[src/rtl/irq_controller_pkg.sv]
// Shared definitions for the interrupt controller: FSM state encoding and default sizes.
package irq_controller_pkg;

    typedef enum logic [1:0] {
        StIdle    = 2'b00,
        StReq     = 2'b01,
        StService = 2'b10
    } state_e;

    localparam int unsigned NumIrqDefault = 8;
    localparam int unsigned IrqIdW        = 3;

endpackage

[src/rtl/irq_sync_edge.sv]
// Per-line multi-flop synchroniser followed by a rising-edge detector.
module irq_sync_edge
    import irq_controller_pkg::*;
#(
    parameter int unsigned NUM_IRQ     = NumIrqDefault,
    parameter int unsigned SYNC_STAGES = 2
) (
    input  logic               ph1,
    input  logic               reset,
    input  logic [NUM_IRQ-1:0] din,
    output logic [NUM_IRQ-1:0] rise
);

    logic [NUM_IRQ-1:0] sync_q [SYNC_STAGES];
    logic [NUM_IRQ-1:0] prev_q;

    always_ff @(posedge ph1) begin
        if (reset) begin
            for (int i = 0; i < SYNC_STAGES; i++) begin
                sync_q[i] <= '0;
            end
            prev_q <= '0;
        end else begin
            sync_q[0] <= din;
            for (int i = 1; i < SYNC_STAGES; i++) begin
                sync_q[i] <= sync_q[i-1];
            end
            prev_q <= sync_q[SYNC_STAGES-1];
        end
    end

    // prev_q clears in reset, so a line held high across reset release yields one edge.
    assign rise = sync_q[SYNC_STAGES-1] & ~prev_q;

endmodule

[src/rtl/irq_controller.sv]
// Interrupt controller: edge-latched pending bits, software mask, fixed priority
// (index 0 highest) and an irq/ack/eoi handshake with the core.
module irq_controller
    import irq_controller_pkg::*;
#(
    parameter int unsigned NUM_IRQ     = NumIrqDefault,
    parameter int unsigned SYNC_STAGES = 2
) (
    input  logic                       ph1,
    input  logic                       reset,
    input  logic [NUM_IRQ-1:0]         interrupts,
    input  logic                       mask_we,
    input  logic [NUM_IRQ-1:0]         mask_wdata,
    output logic [NUM_IRQ-1:0]         mask,
    output logic [NUM_IRQ-1:0]         pending,
    output logic                       irq,
    output logic [$clog2(NUM_IRQ)-1:0] irq_id,
    input  logic                       ack,
    input  logic                       eoi,
    output logic                       in_service
);

    localparam int unsigned IdW = $clog2(NUM_IRQ);

    state_e             state_q, state_d;
    logic [IdW-1:0]     id_q, id_d, top_id;
    logic [NUM_IRQ-1:0] rise, pending_q, pending_d, mask_q, req, clr;
    logic               ack_take;

    irq_sync_edge #(
        .NUM_IRQ     (NUM_IRQ),
        .SYNC_STAGES (SYNC_STAGES)
    ) u_sync_edge (
        .ph1   (ph1),
        .reset (reset),
        .din   (interrupts),
        .rise  (rise)
    );

    assign req = pending_q & mask_q;

    // Scan from the top down so the lowest set index wins.
    always_comb begin
        top_id = '0;
        for (int i = NUM_IRQ - 1; i >= 0; i--) begin
            if (req[i]) begin
                top_id = IdW'(i);
            end
        end
    end

    always_ff @(posedge ph1) begin
        if (reset) begin
            state_q   <= StIdle;
            id_q      <= '0;
            pending_q <= '0;
            mask_q    <= '0;
        end else begin
            state_q   <= state_d;
            id_q      <= id_d;
            pending_q <= pending_d;
            if (mask_we) begin
                mask_q <= mask_wdata;
            end
        end
    end

    always_comb begin
        state_d  = state_q;
        id_d     = id_q;
        ack_take = 1'b0;
        unique case (state_q)
            StIdle: begin
                if (|req) begin
                    state_d = StReq;
                    id_d    = top_id;
                end
            end
            StReq: begin
                if (ack) begin
                    state_d  = StService;
                    ack_take = 1'b1;
                end else if (!mask_q[id_q]) begin
                    state_d = StIdle;
                end
            end
            StService: begin
                if (eoi) begin
                    state_d = StIdle;
                end
            end
            default: state_d = StIdle;
        endcase
    end

    // A fresh edge on the acknowledged line wins over its clear.
    always_comb begin
        clr       = ack_take ? (NUM_IRQ'(1) << id_q) : '0;
        pending_d = rise | (pending_q & ~clr);
    end

    always_comb begin
        irq        = (state_q == StReq);
        in_service = (state_q == StService);
    end

    assign irq_id  = id_q;
    assign pending = pending_q;
    assign mask    = mask_q;

endmodule

[config.mk]
export PLATFORM = sky130hd
export DESIGN_NAME = irq_controller
export DESIGN_NICKNAME = d
export VERILOG_FILES = /design/src/rtl/irq_controller_pkg.sv /design/src/rtl/irq_sync_edge.sv /design/src/rtl/irq_controller.sv
export SDC_FILE = /design/constraint.sdc
export NUM_CORES = 1
export LEC_CHECK = 0
export CAP_MARGIN = 10
export CELL_PAD_IN_SITES_DETAIL_PLACEMENT = 0
export CELL_PAD_IN_SITES_GLOBAL_PLACEMENT = 1
export CORE_ASPECT_RATIO = 1.1
export CORE_UTILIZATION = 36
export DETAILED_ROUTE_END_ITERATION = 10
export PLACE_DENSITY = 0.86
export SLEW_MARGIN = 10
export SYNTH_ARGS = -nofsm -noshare
export SYNTH_HDL_FRONTEND = slang
export SYNTH_SLANG_ARGS = --single-unit
[constraint.sdc]
create_clock -name ph1 -period 1.7 [get_ports ph1]
set_input_delay 0.17 -clock ph1 [delete_from_list [all_inputs] [get_ports ph1]]
set_output_delay 0.17 -clock ph1 [all_outputs]
set_load 0.01 [all_outputs]
======== After elaboration in Yosys (flattened, before gate mapping) ========
Memories as Yosys holds them, arrays and structs flattened.
Index checks and enable logic that the tools add are counted.
W data, S select, Z words.
storage, ports and cells
  memories kept ........................... 1
  ROM bits ................................ 0
  word-level logic and storage cells ...... 48
  bits in registers ....................... 29
  input port bits ......................... 21
  bits in writable memories ............... 16
  latch bits .............................. 0
memories
  name                depth  bits a word  rd ports  clocked after memory_dff  wr ports  line                 source
  u_sync_edge.sync_q  2      8            2         0                         2         irq_sync_edge.sv:14  logic [NUM_IRQ-1:0] sync_q [SYNC_STAGES];
operators by class
  mux-type cells .......................... 23
  equality and inequality tests ........... 5
  multiply operators ...................... 0
  divide/modulo/power cells ............... 0
  reductions and logical operators ........ 4
  magnitude comparators ................... 1
  $add $sub $neg .......................... 0
  bitwise logic cells ..................... 8
  shift operators ......................... 1
operators with widths
  cell                   number
  $and A8 B8 Y8          3
  $mux W3                8
  $mux W8                3
  $not A8 Y8             2
  $mux W2                4
  $or A8 B8 Y8           1
  $reduce_or A8 Y1       1
  $shl A1 B3 Y8 const A  1
  $mux W1                6
  $pmux W2 S3            1
  $lt A3 B4 Y1 const B   1
  $ne A2 B2 Y1 const B   2
  $bmux W1 S3            1
  $ne A3 B3 Y1 const B   1
  $reduce_and A3 Y1      1
  $eq A2 B1 Y1 const B   1
  $eq A2 B2 Y1 const B   1
  $logic_not A2 Y1       1
  $or A1 B1 Y1           2
  $reduce_and A2 Y1      1

======== Depth between registers and ports, before layout ========
Gate-level depths: netlist of run 1.
  depth after elaboration ................. 9
  depth in mapped cells ................... 5
  depth with buffers taken out ............ 4

======== Cells and area by module ========
A second synthesis of run 1 with hierarchy kept.
second synthesis, totals
  cell total of the unflattened synthesis .. 170
  area total of the unflattened synthesis .. 1,734.2 um^2
by module, submodules not included
  module          area each (um^2)  cells an instance  times used
  irq_controller  991.0             112                1
  irq_sync_edge   743.2             58                 1

======== Worst setup path after synthesis of run 1 ========
Ideal clock, no wire load.
  path type ............................... register to register
  start point ............................. register id_q[0], in the netlist irq_id[0]
  end point ............................... register state_q[0]
  data required time ...................... 1,572 ps
  clock period less this slack ............ 1,442 ps
  path slack .............................. 258 ps
  arrival time ............................ 1,314 ps
  buffers on the path ..................... 1
  library setup time ...................... 128 ps
  stages on the path, launching flop included .. 6
  cell sequence ........................... dfxtp_1 > buf_6 > mux4_2 > nand2b_1 > a31oi_1 > nor2_1
on the way
  longest elaborated chain between the ends .. 4
ends and longest elaborated chain
  what                                line                  source
  from (decl)                         irq_controller.sv:26  logic [IdW-1:0] id_q, id_d, top_id;
  from (signal assigned)              irq_controller.sv:60  id_q <= id_d;
  $bmux W1 S3                         irq_controller.sv:83  end else if (!mask_q[id_q]) begin
  $mux W1 (implied by the code)       irq_controller.sv:83
  $ne A3 B3 Y1 (no source line)       n/a
  $reduce_and A3 Y1 (no source line)  n/a
  to (signal assigned)                irq_controller.sv:54  state_q <= StIdle;
  to (signal assigned)                irq_controller.sv:59  state_q <= state_d;
  to (decl)                           irq_controller.sv:25  state_e state_q, state_d;
Every way passes these cells. The select of a mux whose other input is x is not followed.
A chain may end at the register's enable or synchronous reset.

======== Worst setup path after layout of run 1 ========
  start point ............................. register id_q[1], in the netlist irq_id[1]
  end point ............................... output port irq_id[1]
RTL lines
  what       line                  source
  to (decl)  irq_controller.sv:17  output logic [$clog2(NUM_IRQ)-1:0] irq_id,
No word-level cell between the ends.

==> flow_metrics.env, run 1 <==
export IMPL_status="completed"
export IMPL_place_hpwl_um=2340
export IMPL_crit_type="flop to primary output"
export IMPL_hp_class="input pin to flop"
export IMPL_cellLeakagePower_nw=0.844
export IMPL_totalPowerFinal_w=0.00201
export IMPL_vias_per_cell=4.84
export IMPL_drt_iter0_markers=50
export IMPL_drive_above_1_share=0.0861
export IMPL_firstDrtPassIters=4
export IMPL_path_clk_slew_ns=0.09
export IMPL_gp_congestion=0.781
export IMPL_synthToLayoutAreaGrowth_pct=33.8
export IMPL_regArea_sq_um=901
export IMPL_die_w_um=66.6
export IMPL_crit_path_start="irq_id[1]$_SDFFE_PP0P_"
export IMPL_power_density_nw_per_um2=911
export IMPL_fmax_mhz=613
export IMPL_wl_per_cell_um=12.3
export IMPL_ant_nets=0
export IMPL_post_route_min_period_ns=1.63
export IMPL_setup_violations=0
export IMPL_grt_pass1_wl_um=5200
export IMPL_grt_util_all_layers=0.144
export IMPL_min_period_over_period=0.959
export IMPL_grt_max_degree=23
export IMPL_cp_end_kind="primary output"
export IMPL_coreArea_sq_um=4350
export IMPL_hold_viol=0
export IMPL_crit_end="irq_id[1]"
export IMPL_crit_path_start_kind="flop"
export IMPL_nFillCells=424
export IMPL_die_h_um=73.1
export IMPL_layout_nets=229
export IMPL_slew_headroom=0.690
export IMPL_min_delay_path_depth=2
export IMPL_clock_skew_ns=0.00808
export IMPL_ys_types=31
export IMPL_worst_pin_slew_ns=0.464
export IMPL_port_buffers=41
export IMPL_instances_no_fill=263
export IMPL_cts_tree="built"
export IMPL_ff2ff_setup_slack_ns=0.27
export IMPL_first_global_vias=1224
export IMPL_dieArea_sq_um=4870
export IMPL_tns_ns=0
export IMPL_htreeDepth=2
export IMPL_floorplan_initialDensity=0.380
export IMPL_async_flop_share=0
export IMPL_postCtsHoldBufs=0
export IMPL_multi_input_area_sq_um=702
export IMPL_timing_hold_ws_ns=0.416
export IMPL_dp_cells=255
export IMPL_fin_area_sq_um=2210
export IMPL_yosys_warnings=0
export IMPL_synth_seq_area_share=0.545
export IMPL_gr_total_overflow=0
export IMPL_slew_viol_final=0
export IMPL_timing_rr_end="state_q[0]$_SDFFE_PP0P_"
export IMPL_yosys_most_used_dff="dfxtp_1"
export IMPL_routed_wl_um=3240
export IMPL_synth_edf_count=0
export IMPL_antenna_cells=0
export IMPL_maxCapViolCount=0
export IMPL_post_dp_cell_area_sq_um=2120
export IMPL_r2r_worst_path_cells=4
export IMPL_cts_sinks=45
export IMPL_netlist_area_sq_um=1650
export IMPL_cp_max_fo=7
export IMPL_drc=0
export IMPL_cts_root_buf="clkbuf_8"
export IMPL_ios=42
export IMPL_cts_max_path_buffers=2
export IMPL_required_ns=1.53
export IMPL_rows=25
export IMPL_syn_area_per_cell_sq_um=10.1
export IMPL_ir_worst_vdd_uv=539
export IMPL_syn_inst=164
export IMPL_numCtsBuffers=5
export IMPL_clkLatencyLatePin_ns=0.30
export IMPL_antenna_found_initial=0
export IMPL_ys_ff_latch=45
export IMPL_syn_nets=185
export IMPL_vias=1274
export IMPL_arrival_ns=1.46
export IMPL_reg2reg_from="irq_id[1]$_SDFFE_PP0P_"
export IMPL_rsz0062_at_grt="false"
[how the worst min path moves through the flow]
stage / start / end / slack [ns]
2_1_floorplan: interrupts[0] / u_sync_edge.sync_q[0][0]$_SDFF_PP0_ / 0.30
3_3_place_gp: u_sync_edge.sync_q[0][1]$_SDFF_PP0_ / u_sync_edge.sync_q[0][9]$_SDFF_PP0_ / 0.42
3_5_place_dp: u_sync_edge.sync_q[0][7]$_SDFF_PP0_ / u_sync_edge.sync_q[0][15]$_SDFF_PP0_ / 0.43
4_1_cts: interrupts[4] / u_sync_edge.sync_q[0][4]$_SDFF_PP0_ / 0.41
5_1_grt: interrupts[4] / u_sync_edge.sync_q[0][4]$_SDFF_PP0_ / 0.41
6_report: interrupts[4] / u_sync_edge.sync_q[0][4]$_SDFF_PP0_ / 0.42
[through the flow]
stage	utilization	setup slack [ns]
4_1_cts	0.507	0.0163
2_1_floorplan	-	0.258
6_report	0.508	0.0695
3_5_place_dp	0.487	0.174
3_3_place_gp	0.487	0.199
5_1_grt	0.508	0.0143
[registers in the layout, indices dropped and copies added (netlist names)]
register and count:
mask 8, pending 8, u_sync_edge.sync_q 16, u_sync_edge.prev_q 8, irq_id 3, state_q 2
[area by class of cell]
type | count | share of cell area
inverter | 1 | 0.00170
sequential | 45 | 0.407
clock inverter | 3 | 0.00792
tap | 54 | 0.0306
multi-input combinational | 109 | 0.317
clock buffer | 5 | 0.0311
timing repair buffer | 46 | 0.204
[placed cells by master (no fill, tap or decap), types with 2 or more instances in the layout]
cell type        count
nor2b_1             25
nand2_1              6
dfxtp_1             45
mux2i_1              9
a22oi_1              4
nor2_1              11
o21ai_0              6
buf_4                5
clkbuf_8             5
clkinv_2             2
nand3_1              2
o31ai_1              2
nand3b_1             2
clkdlybuf4s50_1     40
nor3_1               2
nand2b_1            12
a21oi_1             13
[report_power, final]
group / leakage (nW) / switching [W] / total [W] / internal, W
logic: 0.430 / 0.0000924 / 0.000235 / 0.000143
registers: 0.370 / 0.0000388 / 0.00114 / 0.00110
clock network: 0.0439 / 0.000354 / 0.000637 / 0.000284
total: 0.844 / 0.000485 / 0.00201 / 0.00153
[layer usage]
layer / vias up / wire length (um) / global-route usage / part of all wire
met5: - / 0 / 0 / 0
met4: 0 / 68 / 0.0804 / 0.021
met3: 9 / 222 / 0.0469 / 0.068
met2: 49 / 1490 / 0.241 / 0.46
met1: 572 / 1460 / 0.160 / 0.45
li1: 644 / - / - / -
[worst max-delay path, stage by stage (launching register included)]
cell	delay (ns)
dfxtp_1	0.43
buf_4	0.19
clkdlybuf4s50_1	0.54
[cells in the mapped netlist, drive strengths merged (2+ instances only)]
cell type,number,area share
dfxtp,45,0.55
nor2b,26,0.098
a21oi,13,0.039
nand2b,12,0.045
nor2,11,0.025
mux2i,9,0.055
clkbuf,6,0.014
nand2,6,0.014
o21ai,6,0.018
a22oi,4,0.018
buf,3,0.016
nand3,2,0.0061
nand3b,2,0.0091
nor3,2,0.0061
o31ai,2,0.0091
or2,2,0.0076
[logic make-up after synthesis]
family | count (synthesis) | share of synthesized area
AND/OR/NAND/NOR | 66 | 0.224
flip-flops | 45 | 0.545
AO/OA/AOI/OAI | 32 | 0.124
multiplexers | 11 | 0.0749
buffers and inverters | 10 | 0.0318
[repair_timing]
item / in CTS / in global routing
setup buffers: 0 / 0
hold endpoints to repair: 0 / 0
endpoints found under the setup margin: 0 / 1
resized for setup: 0 / 2
Note: power is estimated with default switching activity, not from simulation.
==> run 2, diff against run 1 <==
--- a/config.mk
+++ b/config.mk
@@ -9,6 +9,7 @@
 export CELL_PAD_IN_SITES_DETAIL_PLACEMENT = 0
 export CELL_PAD_IN_SITES_GLOBAL_PLACEMENT = 1
 export CORE_ASPECT_RATIO = 1.1
+export CORE_MARGIN = 1.5
 export CORE_UTILIZATION = 36
 export DETAILED_ROUTE_END_ITERATION = 10
 export PLACE_DENSITY = 0.86
==> run 2 against run 1 <==
  * Cell count did not move
  * Critical endpoint is now irq
  * Critical path type unchanged
  * Total power rose by 9.0%
  * Sequential power barely moved
  * First-iteration DRC count fell by 26%
  * Largest cell class unchanged
  * Critical path depth did not move
  * Largest power group unchanged
  * Core utilization rose by 0.66 points
  * Combinational power barely moved
==> flow_metrics.env, run 2 (synthesized netlist as in run 1, its figures left out) <==
export IMPL_grt_max_degree=23
export IMPL_required_ns=1.53
export IMPL_post_route_min_period_ns=1.60
export IMPL_regMostFlops="u_sync_edge.sync_q"
export IMPL_rsz0062_at_grt="false"
export IMPL_maxCapViolCount=0
export IMPL_crit_family="buffers and inverters"
export IMPL_setup_ws_ns=0.102
export IMPL_antenna_cells=0
export IMPL_setup_violations=0
export IMPL_hold_viol=0
export IMPL_cts_tree="built"
export IMPL_pre_cts_ws_ns=0.171
export IMPL_post_cts_resized=0
export IMPL_totalPowerFinal_w=0.00220
export IMPL_ant_nets=0
export IMPL_fmax_mhz=626
export IMPL_place_hpwl_um=2300
export IMPL_clockPowerShare=0.373
export IMPL_largest_reg_flops=16
export IMPL_htreeDepth=2
export IMPL_floorplan_initialDensity=0.380
export IMPL_die_w_um=67.6
export IMPL_p_switching_w=0.000471
export IMPL_layout_nets=229
export IMPL_vias_per_cell=4.76
export IMPL_cellLeakagePower_nw=0.841
export IMPL_clock_skew_ns=0.0109
export IMPL_hp_class="input pin to flop"
export IMPL_synthToLayoutAreaGrowth_pct=35.5
export IMPL_tns_ns=0
export IMPL_crit_buf_inv=1
export IMPL_swShare=0.214
export IMPL_comb_power_share=0.106
export IMPL_final_common_cell="dfxtp_1"
export IMPL_cts_sinks=45
export IMPL_routed_wl_um=3180
export IMPL_min_period_over_period=0.940
export IMPL_cp_end_kind="primary output"
export IMPL_drive_above_1_share=0.0861
export IMPL_grt_util_all_layers=0.144
export IMPL_gr_total_overflow=0
export IMPL_most_common_layout_cells="dfxtp_1, clkdlybuf4s50_1, nor2b_1"
export IMPL_cp_slowest_cell="clkdlybuf4s50_1"
export IMPL_postCtsHoldBufs=0
export IMPL_nFillCells=430
export IMPL_port_buffers=41
export IMPL_post_cts_buffers=0
export IMPL_rows=25
export IMPL_arrival_ns=1.43
export IMPL_power_density_nw_per_um2=981
export IMPL_timing_hold_ws_ns=0.416
export IMPL_worst_pin_slew_ns=0.468
export IMPL_wl_per_cell_um=12.1
export IMPL_numCtsBuffers=5
export IMPL_cp_cell_sequence="nor2b_2, clkdlybuf4s50_1"
export IMPL_pwr_share_seq=0.520
export IMPL_cts_max_path_buffers=2
export IMPL_drt_iter0_markers=37
export IMPL_die_h_um=74.1
export IMPL_dp_cells=255
export IMPL_slew_viol_final=0
export IMPL_first_global_vias=1171
export IMPL_vias=1251
export IMPL_crit_path_start_kind="flop"
export IMPL_ir_worst_vdd_uv=636
export IMPL_slew_headroom=0.687
export IMPL_cts_root_buf="clkbuf_8"
export IMPL_antenna_found_initial=0
export IMPL_ios=42
export IMPL_dieArea_sq_um=5010
export IMPL_status="completed"
export IMPL_drc=0
export IMPL_instances_no_fill=263
export IMPL_gp_congestion=0.809
export IMPL_max_stage_delay_ns=0.55
export IMPL_grt_pass1_wl_um=5330
export IMPL_path_clk_slew_ns=0.08
export IMPL_coreArea_sq_um=4350
export IMPL_firstDrtPassIters=4
export IMPL_cp_max_fo=4
export IMPL_p_int_w=0.00173
export IMPL_crit_type="flop to primary output"
export IMPL_clkLatencyLatePin_ns=0.30
run 2: changes by cell type in the layout (fill, tap and decap cells not counted), sizes merged:
cell | previous run | this run
dlymetal6s2s | 1 | 0
clkdlybuf4s50 | 40 | 41
clkbuf | 5 | 7
clkinv | 2 | 0
clkinvlp | 1 | 0
bufinv | 0 | 1
run 2: area by class of cell:
type / count / area, sq um / area share
clock buffers: 7 / 86.3 / 0.0385
clock inverters: 1 / 30.0 / 0.0134
inverters: 1 / 3.75 / 0.00168
multi-input cells: 109 / 702 / 0.313
flip-flops and latches: 45 / 902 / 0.403
well taps: 54 / 67.6 / 0.0302
repair buffers: 46 / 448 / 0.200
run 2: path summary, 6_finish.rpt:
kind / depth (start not counted) / end / slack [ns] / startpoint
max: 2 / irq / 0.10 / state_q[0]$_SDFFE_PP0P_
min: 2 / u_sync_edge.sync_q[0][4]$_SDFF_PP0_ / 0.42 / interrupts[4]
max reg2reg: 4 / irq_id[0]$_SDFFE_PP0P_ / 0.30 / mask[3]$_SDFFE_PP0P_
min reg2reg: 1 / u_sync_edge.sync_q[0][10]$_SDFF_PP0_ / 0.44 / u_sync_edge.sync_q[0][2]$_SDFF_PP0_
run 2: routing by layer:
layer	routed length, um	vias up	global-route usage
met2	1490	41	0.239
met4	61	0	0.0612
li1	-	647	-
met1	1360	557	0.164
met5	0	-	0
met3	270	6	0.0545
run 2: through the flow:
step,area [sq um],util
2_1_floorplan,1650,-
3_3_place_gp,2120,0.487
3_5_place_dp,2120,0.487
4_1_cts,2240,0.514
5_1_grt,2240,0.515
6_report,2240,0.515
run 2: power by group through the flow:
stage                     registers (W)  logic, W  clock network (W)
final                           0.00114  0.000234           0.000820
after CTS                       0.00114  0.000237           0.000844
after detailed placement        0.00117  0.000235                  0
after global placement          0.00117  0.000233                  0
after floorplan                 0.00117  0.000109                  0
after global routing            0.00115  0.000259           0.000892
==> run 3, diff against run 2 <==
--- a/config.mk
+++ b/config.mk
@@ -10,9 +10,10 @@
 export CELL_PAD_IN_SITES_GLOBAL_PLACEMENT = 1
 export CORE_ASPECT_RATIO = 1.1
 export CORE_MARGIN = 1.5
-export CORE_UTILIZATION = 36
+export CORE_UTILIZATION = 38
+export CTS_BUF_LIST = sky130_fd_sc_hd__clkbuf_8
 export DETAILED_ROUTE_END_ITERATION = 10
-export PLACE_DENSITY = 0.86
+export PLACE_DENSITY = 0.9
 export SLEW_MARGIN = 10
 export SYNTH_ARGS = -nofsm -noshare
 export SYNTH_HDL_FRONTEND = slang
==> run 3 against run 2 <==
  * Worst setup slack improved by 0.010 ns
  * Core utilization rose by 4.0 points
  * Routed wire length rose by 0.82%
  * Via count increased by 0.56%
  * Clock skew is 0.0033 ns lower
  * Worst hold slack gained 0.0078 ns
  * Critical path depth is the same
  * Fmax grew 0.66%
  * Register-to-register slack gained 0.05 ns
  * Flip-flop and latch count unchanged
  * Total power shrank 0.47%
  * First-iteration DRC count is 38% lower
  * Largest cell class unchanged
==> flow_metrics.env, run 3 (synthesized netlist as in run 1, its figures left out) <==
export IMPL_clkLatencyLatePin_ns=0.30
export IMPL_crit_path_start_kind="flop"
export IMPL_floorplan_initialDensity=0.408
export IMPL_required_ns=1.53
export IMPL_vias=1258
export IMPL_rows=24
export IMPL_postCtsHoldBufs=0
export IMPL_grt_pass1_wl_um=5240
export IMPL_slew_viol_final=0
export IMPL_ir_worst_vdd_uv=610
export IMPL_reg2reg_from="irq_id[0]$_SDFFE_PP0P_"
export IMPL_power_density_nw_per_um2=971
export IMPL_vias_per_cell=4.78
export IMPL_regMostFlops="u_sync_edge.sync_q"
export IMPL_instances_no_fill=263
export IMPL_arrival_ns=1.42
export IMPL_cts_sinks=45
export IMPL_numCtsBuffers=5
export IMPL_die_h_um=72.2
export IMPL_htreeDepth=2
export IMPL_crit_type="flop to primary output"
export IMPL_r2r_worst_path_cells=4
export IMPL_cts_root_buf="clkbuf_8"
export IMPL_post_cts_buffers=0
export IMPL_slew_headroom=0.695
export IMPL_clock_skew_ns=0.00761
export IMPL_hp_class="input pin to flop"
export IMPL_grt_max_degree=18
export IMPL_timing_rr_end="state_q[0]$_SDFFE_PP0P_"
export IMPL_setup_violations=0
export IMPL_final_common_cell="dfxtp_1"
export IMPL_coreArea_sq_um=4050
export IMPL_die_w_um=65.9
export IMPL_cp_end_kind="primary output"
export IMPL_timing_hold_ws_ns=0.424
export IMPL_dp_cells=255
export IMPL_cellLeakagePower_nw=0.854
export IMPL_rsz0062_at_grt="false"
export IMPL_path_clk_slew_ns=0.08
export IMPL_layout_nets=231
export IMPL_post_route_min_period_ns=1.59
export IMPL_place_hpwl_um=2350
export IMPL_fin_util=0.555
export IMPL_first_global_vias=1222
export IMPL_worst_pin_slew_ns=0.456
export IMPL_drt_iter0_markers=23
export IMPL_cp_max_fo=4
export IMPL_ios=42
export IMPL_grt_util_all_layers=0.147
export IMPL_antenna_found_initial=0
export IMPL_cts_tree="built"
export IMPL_port_buffers=41
export IMPL_cts_max_path_buffers=2
export IMPL_crit_path_start="state_q[0]$_SDFFE_PP0P_"
export IMPL_firstDrtPassIters=4
export IMPL_antenna_cells=0
export IMPL_maxCapViolCount=0
export IMPL_hold_viol=0
export IMPL_gr_total_overflow=0
export IMPL_ant_nets=0
export IMPL_synthToLayoutAreaGrowth_pct=36.2
export IMPL_status="completed"
export IMPL_crit_end="irq"
export IMPL_totalPowerFinal_w=0.00219
export IMPL_dieArea_sq_um=4750
export IMPL_gp_congestion=0.878
export IMPL_tns_ns=0
export IMPL_drc=0
export IMPL_ff2ff_setup_slack_ns=0.35
export IMPL_min_period_over_period=0.934
export IMPL_largest_reg_flops=16
export IMPL_routed_wl_um=3200
export IMPL_drive_above_1_share=0.0900
export IMPL_wl_per_cell_um=12.2
export IMPL_most_common_layout_cells="dfxtp_1, clkdlybuf4s50_1, nor2b_1"
export IMPL_fmax_mhz=630
run 3: timing repair:
item	4_1_cts	5_1_grt
hold endpoints to repair	0	0
resized for setup	0	1
endpoints found under the setup margin	0	1
run 3: area by class of cell:
cell class,instances,area (sq um)
Clock inverter,2,33.8
Multi-Input combinational cell,109,702
Sequential cell,45,901
Tap cell,52,65.1
Timing Repair Buffer,48,463
Fill cell,383,1800
Clock buffer,6,82.6
Inverter,1,3.75
run 3: critical path, cell delays in order, from the launching register on:
cell	delay, ns
dfxtp_1	0.37
nor2b_2	0.20
clkdlybuf4s50_1	0.55
run 3: through the flow:
step	setup slack (ns)	area, sq um
floorplan	0.258	1650
global placement	0.211	2130
detailed placement	0.156	2130
CTS	0.0389	2250
global route	0.0189	2250
finish	0.112	2250
run 3: routing by layer:
layer / vias to the layer above / global-route usage / routed length, um
met4: 0 / 0.0764 / 78
met2: 44 / 0.251 / 1550
met1: 559 / 0.161 / 1330
li1: 647 / - / -
met5: - / 0 / 0
met3: 8 / 0.0496 / 246
run 3: worst min path at each step:
stage | startpoint | to | depth (start not counted)
floorplan | interrupts[0] | u_sync_edge.sync_q[0][0]$_SDFF_PP0_ | 1
global placement | u_sync_edge.sync_q[0][1]$_SDFF_PP0_ | u_sync_edge.sync_q[0][9]$_SDFF_PP0_ | 1
detailed placement | u_sync_edge.sync_q[0][6]$_SDFF_PP0_ | u_sync_edge.sync_q[0][14]$_SDFF_PP0_ | 1
CTS | interrupts[7] | u_sync_edge.sync_q[0][7]$_SDFF_PP0_ | 2
global route | interrupts[7] | u_sync_edge.sync_q[0][7]$_SDFF_PP0_ | 2
finish | interrupts[7] | u_sync_edge.sync_q[0][7]$_SDFF_PP0_ | 2
run 3: where the power goes:
part | internal (W) | total (W) | switching [W] | leakage [nW]
clock network | 0.000473 | 0.000807 | 0.000334 | 0.0626
registers | 0.00110 | 0.00114 | 0.0000366 | 0.370
logic | 0.000146 | 0.000239 | 0.0000935 | 0.422
total | 0.00172 | 0.00219 | 0.000464 | 0.854
